[src/rtl/gray_updown_counter.sv]
// Parametrised up/down counter that keeps its binary count and Gray code registered together, with load, wrap/saturate, terminal and wrap flags.
// Optional macro GRAY_DECODE_EN adds an independent 1-cycle pipelined Gray-to-binary decode port.
module gray_updown_counter #(
   parameter int WIDTH = 4,
   parameter bit WRAP  = 1'b1
) (
   input  logic             clk,
   input  logic             rst,
   input  logic             en,
   input  logic             up,
   input  logic             load,
   input  logic [WIDTH-1:0] load_val,
   output logic [WIDTH-1:0] bin_out,
   output logic [WIDTH-1:0] gray_out,
   output logic             terminal,
   output logic             wrap
`ifdef GRAY_DECODE_EN
   ,
   input  logic [WIDTH-1:0] gray_in,
   input  logic             gray_in_vld,
   output logic [WIDTH-1:0] bin_dec,
   output logic             bin_dec_vld
`endif
);

   logic [WIDTH-1:0] bin_reg, bin_next;
   logic [WIDTH-1:0] gray_reg, gray_next;
   logic             terminal_reg, terminal_next;
   logic             wrap_reg, wrap_next;
   logic             at_max, at_min;

   assign at_max = &bin_reg;
   assign at_min = ~|bin_reg;

   always_comb begin
      bin_next  = bin_reg;
      wrap_next = 1'b0;
      if (load) begin
         bin_next = load_val;
      end else if (en) begin
         if (up) begin
            if (!at_max) begin
               bin_next = bin_reg + WIDTH'(1);
            end else if (WRAP) begin
               bin_next  = '0;
               wrap_next = 1'b1;
            end
         end else begin
            if (!at_min) begin
               bin_next = bin_reg - WIDTH'(1);
            end else if (WRAP) begin
               bin_next  = '1;
               wrap_next = 1'b1;
            end
         end
      end
      // terminal looks at the value about to be registered, so it is valid with it
      terminal_next = up ? (&bin_next) : (~|bin_next);
   end

   // Gray encode of the next value, registered on the same edge as the binary count
   generate
      for (genvar gi = 0; gi < WIDTH - 1; gi++) begin : g_enc
         assign gray_next[gi] = bin_next[gi] ^ bin_next[gi+1];
      end
   endgenerate
   assign gray_next[WIDTH-1] = bin_next[WIDTH-1];

   always_ff @(posedge clk) begin
      if (rst) begin
         bin_reg      <= '0;
         gray_reg     <= '0;
         terminal_reg <= 1'b0;
         wrap_reg     <= 1'b0;
      end else begin
         bin_reg      <= bin_next;
         gray_reg     <= gray_next;
         terminal_reg <= terminal_next;
         wrap_reg     <= wrap_next;
      end
   end

   assign bin_out  = bin_reg;
   assign gray_out = gray_reg;
   assign terminal = terminal_reg;
   assign wrap     = wrap_reg;

`ifdef GRAY_DECODE_EN
   logic [WIDTH-1:0] dec_next;
   logic [WIDTH-1:0] dec_reg;
   logic             dec_vld_reg;

   // Each binary bit is the XOR of all Gray bits at and above it
   generate
      for (genvar gi = 0; gi < WIDTH; gi++) begin : g_dec
         assign dec_next[gi] = ^gray_in[WIDTH-1:gi];
      end
   endgenerate

   always_ff @(posedge clk) begin
      if (rst) begin
         dec_reg     <= '0;
         dec_vld_reg <= 1'b0;
      end else begin
         dec_vld_reg <= gray_in_vld;
         if (gray_in_vld) begin
            dec_reg <= dec_next;
         end
      end
   end

   assign bin_dec     = dec_reg;
   assign bin_dec_vld = dec_vld_reg;
`endif

endmodule

[config.mk]
export PLATFORM = sky130hd
export DESIGN_NAME = gray_updown_counter
export DESIGN_NICKNAME = d
export VERILOG_FILES = /design/src/rtl/gray_updown_counter.sv
export SDC_FILE = /design/constraint.sdc
export NUM_CORES = 1
export LEC_CHECK = 0
export BUFFER_PORTS_ARGS = -buffer_cell sky130_fd_sc_hd__buf_2
export CAP_MARGIN = 25
export CELL_PAD_IN_SITES_DETAIL_PLACEMENT = 1
export CELL_PAD_IN_SITES_GLOBAL_PLACEMENT = 2
export CORE_MARGIN = 2
export CORE_UTILIZATION = 29
export DETAILED_ROUTE_END_ITERATION = 8
export PLACE_DENSITY = 0.9
export SLEW_MARGIN = 20
export SYNTH_ARGS = -nofsm -noshare
export SYNTH_HDL_FRONTEND = slang
export SYNTH_SLANG_ARGS = --single-unit
[constraint.sdc]
create_clock -name clk -period 6.4 [get_ports clk]
set_input_delay 0.32 -clock clk [delete_from_list [all_inputs] [get_ports clk]]
set_output_delay 0.32 -clock clk [all_outputs]
set_load 0.005 [all_outputs]
-- After elaboration in Yosys (flattened, before gate mapping)
Index checks and enable logic that the tools add are counted.
- add/subtract/negate cells: 2
- multiply operators: 0
- div/mod/pow operators: 0
- order comparisons: 0
- eq/ne operators: 0
- shifts and indexed selects: 0
- multiplexer cells: 9
- bitwise gates (word level): 4
- reductions and logical operators: 6
- operators by type and width (cell ; count):
    $mux 4 ; 5
    $reduce_and 4->1 ; 2
    $reduce_or 4->1 ; 2
    $add 4x1->4 const B ; 1
    $mux 1 ; 4
    $sub 4x1->4 const B ; 1
    $reduce_or 3->1 ; 1
    $xor 1x1->1 ; 3
    $logic_not 1->1 ; 1
    $not 1->1 ; 1
- flip-flop bits (word level): 10
- bits in latches: 0
- memory bits (writable): 0
- ROM bits: 0
- input port bits: 9
- output and inout bits: 10
- logic and storage cells: 25
- memories: 0

-- Longest topological paths before layout
Gate-level depths: netlist (run 1).
- depth after elaboration: 8
- depth in mapped cells: 9
- depth with buffers taken out: 9

-- Least setup slack after synthesis (run 1)
Ideal clock, no wire load.
- kind: reg2reg
- start point: reg bin_reg[0], in the netlist bin_out[0]
- end point: reg terminal_reg, in the netlist terminal
- setup time: 0.073 ns
- data arrival time: 2.204 ns
- required time: 6.327 ns
- slack: 4.123 ns
- stages on the path, launching flop included: 10
- path buffers: 0
- clock period less this slack: 2.277 ns
- cell sequence: dfxtp_1 > inv_1 > ha_1 > nor4b_1 > a2111oi_0 > a211oi_1 > a21oi_1 > ha_1 > or4b_1 > o22ai_2
- longest elaborated chain between the ends: 8
- elaborated cells between the ends (all ways): 13
- classes of those cells: add/sub (2); mux (6); reduce/logical (5)
- ends and longest elaborated chain (element ; line ; text):
    start, declared ; 26 ; logic [WIDTH-1:0] bin_reg, bin_next;
    start signal, assigned ; 76 ; bin_reg <= bin_next;
    $sub 4x1->4, or another cell as far along ; 50 ; bin_next = bin_reg - WIDTH'(1);
    $mux 4 (on tied branches) ; 49, 42 ;
    $mux 4 ; 41 ; if (up) begin
    $mux 4 * ; 40 ; end else if (en) begin
    $mux 4 * ; 38 ; if (load) begin
    $reduce_or 4->1 ; 58 ; terminal_next = up ? (&bin_next) : (~|bin_next);
    $logic_not 1->1 ; 58 ;
    $mux 1 * ; 58 ;
    end signal, assigned ; 78 ; terminal_reg <= terminal_next;
    end, declared ; 28 ; logic terminal_reg, terminal_next;
Mark *: on every way between the ends. The rest lies on a longest branch, timed or not.
A chain may end at the register's enable or synchronous reset.

-- Worst setup path after layout (run 1)
Ends and elaborated chain as after synthesis.

==> impl_metrics.ini, run 1 <==
[sta]
fin_worst_skew_ns = 0.00428
finalCriticalPeriod_ns = 2.59
worst_pin_slew_ns = 0.499
slew_headroom_pct = 66.5
slew_viol_final = 0
finalSetupViolCount = 0
rsz0062_at_grt = no
fin_ws_ns = 3.81
fmaxAchievable_mhz = 386
hold_viol = 0
finalCritPeriodShare_pct = 40.5
timing.setup.tns_ns = 0

[critical_path]
max_stage_delay_ns = 0.44
cp-end-kind = register
regToRegSetupSlack_ns = 3.81
worstSetupPathType = register to register
crit_chain = inv_1 > ha_1 > nor4b_1 > a2111oi_0 > a211oi_1 > a21oi_1 > ha_1 > or4b_1 > o22ai_2
worstPathArrival_ns = 2.77
required_ns = 6.58
crit_top_cell = ha_1
cp-start-kind = register
cpMaxStageDelayCell = or4b_1
path_max_fanout = 6

[detailed_routing]
drc = 0
route.vias.total = 535
detail-route-antenna-nets = 0
viasPerCell = 5.05
drt_first_pass_iters = 4
wirelength_um = 1270
routedWlPerCell_um = 11.9
drtIter0Drc = 6

[power]
p_per_area_nw_per_um2 = 208
p_leak_nw = 0.301
vdd_drop_max_mv = 0.128

[clock_tree]
cts.clk_slew.worst_paths_ns = 0.06
cts_tree = built
postCtsHoldBufs = 0
clk_latency_ns = 0.25
cts_buffers = 3
cts_buffer_depth = 2
root_buffer = clkbuf_4
cts_resized = 0
postCtsSetupBuffers = 0
cts.sinks = 9
h-tree-depth = 1

[logic_synthesis]
synth_warnings = 0
yosysUniqueCellTypes = 32
syn-num-nets = 76
synthCells = 63
synthFlopType = dfxtp_1
avgSynthCellArea_um2 = 8.88
ys_seq_area_share_pct = 32.2
syn_area_um2 = 559
ys_ff_latch = 9
synth_top_area_cell = dfxtp_1
synth_edf_count = 0
synth.top_cells.by_area = dfxtp_1, ha_1, nor3b_1
synth.top_cell.area_share_pct = 32.2
synthArstFlopShare_pct = 0

[floorplan]
io_pins = 19
initial_core_util_pct = 31.7
core_area_um2 = 1760
die-height_um = 47.9
rows = 15
die_area_um2 = 2300
die_w_um = 47.9

[worst_hold_path]
min_path_type = input port to register

[final_layout]
final_core_util_pct = 38.5
layout.nets = 95
regArea_um2 = 180
drive_gt1_share_pct = 28.4
antenna_cells = 0
nFillCells = 243
largest_reg_flops = 4
syn2layout_area_growth_pct = 21.5
multi_input_area_um2 = 337

[run_status]
status = complete, no violations

[global_route]
antenna_found_initial = 0
grt_pass1_wl_um = 2080
grt_max_degree = 14
first_global_vias = 470
grt.total_usage_pct = 12.6
grt_overflow = 0

[placement]
pre_cts_ws_ns = 3.83
place_hpwl_um = 976
gp_congestion = 0.724
io_buffers = 18

[run]
cap_violations = 0
-- kinds of logic (layout without fill, tap and decap cells) --
| family | Yosys count | after routing | synth area share, % |
|---|---|---|---|
| xor gates and xnor gates | 2 | 2 | 3.13 |
| DFF | 9 | 9 | 32.2 |
| AOI/OAI and AO/OA | 16 | 16 | 19.9 |
| muxes | 2 | 2 | 3.58 |
| and+or+nand+nor | 22 | 22 | 24.6 |
| buffers and inverters | 8 | 26 | 7.60 |
| adders and majority gates | 4 | 4 | 8.95 |
-- metal layers --
layer  share of wire (%)  GRT usage, %
met1                  50          18.0
met2                  45          19.5
met3                 5.3          4.53
met4                   0             0
met5                   0             0
-- stage by stage --
| stage | total power, mW | cell area [um^2] | hold WS (ns) | cells |
|---|---|---|---|---|
| floorplan | 0.0891 | 559 | 0.500 | 63 |
| global placement | 0.100 | 653 | 0.604 | 102 |
| detailed placement | 0.101 | 653 | 0.603 | 102 |
| CTS | 0.145 | 679 | 0.325 | 106 |
| global route | 0.153 | 679 | 0.352 | 106 |
| finish | 0.142 | 679 | 0.336 | 106 |
-- synth_stat cells (2+ instances only) --
cell	n
a211oi_1	2
a21oi_1	5
nor2b_1	3
mux2i_1	2
a31oi_1	2
nor2_1	4
and2b_1	2
inv_1	4
ha_1	4
o21ai_0	2
nor3b_1	4
dfxtp_1	9
-- worst max-delay path, delay by kind of cell, from the launching register on --
family,cells,cell delay (ns)
DFF,1,0.41
adders and majority gates,2,0.46
and+or+nand+nor,2,0.61
AOI/OAI and AO/OA,4,0.91
buffers and inverters,1,0.13
-- layout by cell type, fill, tap and decap left out, types with 2 or more instances in the layout --
cell / synthesis / layout
o21ai_0: 2 / 2
mux2i_1: 2 / 2
clkbuf_4: 0 / 3
a21oi_1: 5 / 5
ha_1: 4 / 4
buf_2: 1 / 18
nor2_1: 4 / 4
and2b_1: 2 / 2
a31oi_1: 2 / 2
a211oi_1: 2 / 2
dfxtp_1: 9 / 9
inv_1: 4 / 4
nor2b_1: 3 / 3
nor3b_1: 4 / 4
-- report_power, final --
part | internal (mW) | total, mW | switching [mW]
logic | 0.0164 | 0.0342 | 0.0178
registers | 0.0610 | 0.0650 | 0.00397
clock network | 0.0239 | 0.0424 | 0.0184
total | 0.101 | 0.142 | 0.0402
-- layout make-up --
| type | count | area share (%) |
|---|---|---|
| clock buffers | 4 | 3.87 |
| inverters | 4 | 2.21 |
| multi-input cells | 46 | 49.5 |
| flip-flops and latches | 9 | 26.5 |
| well taps | 25 | 4.60 |
| repair buffers | 18 | 13.3 |
-- final timing paths --
check | start | to | depth (start not counted)
min reg2reg | bin_out[2]$_SDFF_PP0_ | wrap$_SDFF_PP0_ | 2
max reg2reg | bin_out[0]$_SDFF_PP0_ | terminal$_SDFF_PP0_ | 9
min | rst | bin_out[2]$_SDFF_PP0_ | 2
max | bin_out[0]$_SDFF_PP0_ | terminal$_SDFF_PP0_ | 9
Note: power is estimated with default switching activity, not from simulation.
==> run 2: changes to the inputs <==
- ABC_AREA: default -> 1
- CORE_UTILIZATION: 29 -> 23
- PLACE_DENSITY: 0.9 -> 0.83
- clock period: 6.4 -> 2.2 ns (I/O delays scaled with it)
==> run 2 against run 1 <==
Against the previous run:
- global-route usage down 0.76 points
- routed wire length up 27%
- non-clock buffer count unchanged
- power rose to 3.1 times the previous value
- via count up 19%
- sequential share of layout area down 2.4 points
- utilization down 9.1 points
- largest power group unchanged
- final area up 10%
- clock power rose to 3.3 times the previous value
==> impl_metrics.ini, run 2 <==
[clock_tree]
cts.clk_slew.worst_paths_ns = 0.07
postCtsHoldBufs = 0
cts.sinks = 9
cts_resized = 0
clk_latency_ns = 0.27
h-tree-depth = 1
cts_buffer_depth = 2
cts_buffers = 3
postCtsSetupBuffers = 0
cts_tree = built
root_buffer = clkbuf_4

[worst_hold_path]
min_path_type = input port to register
hp-start = rst

[final_layout]
syn2layout_area_growth_pct = 18.7
fin_area_um2 = 748
post_layout_nonfiller_instances = 144
layout.nets = 128
largest_reg_flops = 4
nFillCells = 350
drive_gt1_share_pct = 29.8
final_common_cell = nand2_1
antenna_cells = 0
layout_common_cells = nand2_1, buf_2, inv_1

[logic_synthesis]
syn_area_um2 = 631
synth_edf_count = 0
synth_top_area_cell = dfxtp_1
ys_ff_latch = 9
synth_warnings = 0
ys_seq_area_share_pct = 28.6
yosysUniqueCellTypes = 21
synth.top_cells.by_area = dfxtp_1, nand2_1, ha_1
synthFlopType = dfxtp_1
syn-num-nets = 109
yosysMostFrequentCell = nand2_1
synth.top_cell.area_share_pct = 28.6
avgSynthCellArea_um2 = 6.57
synth_common_cells = nand2_1, inv_1, dfxtp_1, nand3_1, nor2_1
synthCells = 96
synthArstFlopShare_pct = 0

[critical_path]
cp-end-kind = register
path_max_fanout = 5
critPathLaunch = bin_out[0]$_SDFF_PP0_
cp-start-kind = register
regToRegStartpoint = bin_out[0]$_SDFF_PP0_
worstSetupPathType = register to register
worstPathArrival_ns = 1.97
required_ns = 2.38

[placement]
pre_cts_ws_ns = 0.426
place_inst = 140
place_hpwl_um = 1280
gp_congestion = 0.820
placedInstanceArea_um2 = 721
io_buffers = 18

[floorplan]
die_w_um = 56.4
rows = 18
core_area_um2 = 2540
io_pins = 19
initial_core_util_pct = 24.8
die_area_um2 = 3180
die-height_um = 56.4

[global_route]
grt.total_usage_pct = 11.8
grt_overflow = 0
grt_pass1_wl_um = 2930
antenna_found_initial = 0
grt_max_degree = 9
first_global_vias = 654

[detailed_routing]
wirelength_um = 1610
routedWlPerCell_um = 11.2
drt_first_pass_iters = 4
detail-route-antenna-nets = 0
viasPerCell = 4.43
route.vias.total = 638
drc = 0
drtIter0Drc = 6

[sta]
finalCriticalPeriod_ns = 1.79
rsz0062_at_grt = no
hold_viol = 0
hold-worst-slack_ns = 0.109
fin_ws_ns = 0.407
timing.setup.tns_ns = 0
finalSetupViolCount = 0
finalCritPeriodShare_pct = 81.5
slew_viol_final = 0
fin_worst_skew_ns = 0.00423
fmaxAchievable_mhz = 558
slew_headroom_pct = 84.2
worst_pin_slew_ns = 0.237

[run_status]
status = complete, no violations

[power]
p_leak_nw = 0.420
p_per_area_nw_per_um2 = 595
vdd_drop_max_mv = 0.395

[run]
cap_violations = 0
## run 2: cell types whose count changed after synthesis, sizes merged, moves of 2 or more
cell   delta
o21ai     +2
a31oi     -2
inv      +13
mux2i     -2
nor2      +2
and2b     -2
nor2b     -3
nor3b     -4
nand2    +34
nand3     +7
## run 2: per-layer routing
metal  part of all wire (%)  global-route usage (%)
met2                     46                    20.2
met3                    6.4                    4.84
met5                      0                       0
met4                    1.3                    3.06
met1                     46                    13.7
## run 2: worst max-delay path, stage by stage, from the launching register on
cell      delay, ns
dfxtp_1        0.43
inv_1          0.10
ha_1           0.27
o21ai_0        0.17
nand2_1        0.07
nand2_1        0.06
nand2_1        0.05
nand2_1        0.09
nand2_1        0.06
ha_1           0.19
nand2_1        0.06
nand3b_1       0.10
nand2_1        0.05
## run 2: cell type report
class	instances	area, um^2	area share [%]
multi-input combinational	66	344	46.0
clock buffer	3	22.5	3.01
timing repair buffer	18	90.1	12.0
tap	30	37.5	5.02
clock inverter	1	5.00	0.669
inverter	17	68.8	9.20
sequential	9	180	24.1
## run 2: report_power, final
group,switching [mW],internal (mW),total (mW)
clock,0.0702,0.0675,0.138
sequential,0.0108,0.177,0.188
combinational,0.0720,0.0475,0.120
total,0.153,0.292,0.445
## run 2: cells by family after synthesis
logic type	after synthesis	synth area share [%]
flops	9	28.6
compound gates	11	9.72
simple gates	51	36.9
fa+ha+maj	4	7.94
buf+inv	21	16.9
## run 2: worst paths after layout
kind / end / slack (ns) / cells past startpoint
worst max-delay path: terminal$_SDFF_PP0_ / 0.41 / 12
worst min-delay path: gray_out[0]$_SDFF_PP0_ / 0.11 / 2
worst max register to register: terminal$_SDFF_PP0_ / 0.41 / 12
worst min register to register: wrap$_SDFF_PP0_ / 0.61 / 2
## run 2: metrics by stage
| stage | power, mW | util [%] |
|---|---|---|
| after global placement | 0.310 | 28.3 |
| after CTS | 0.453 | 29.4 |
| after floorplan | 0.276 | - |
| final | 0.445 | 29.4 |
| after detailed placement | 0.312 | 28.3 |
| after global routing | 0.479 | 29.4 |
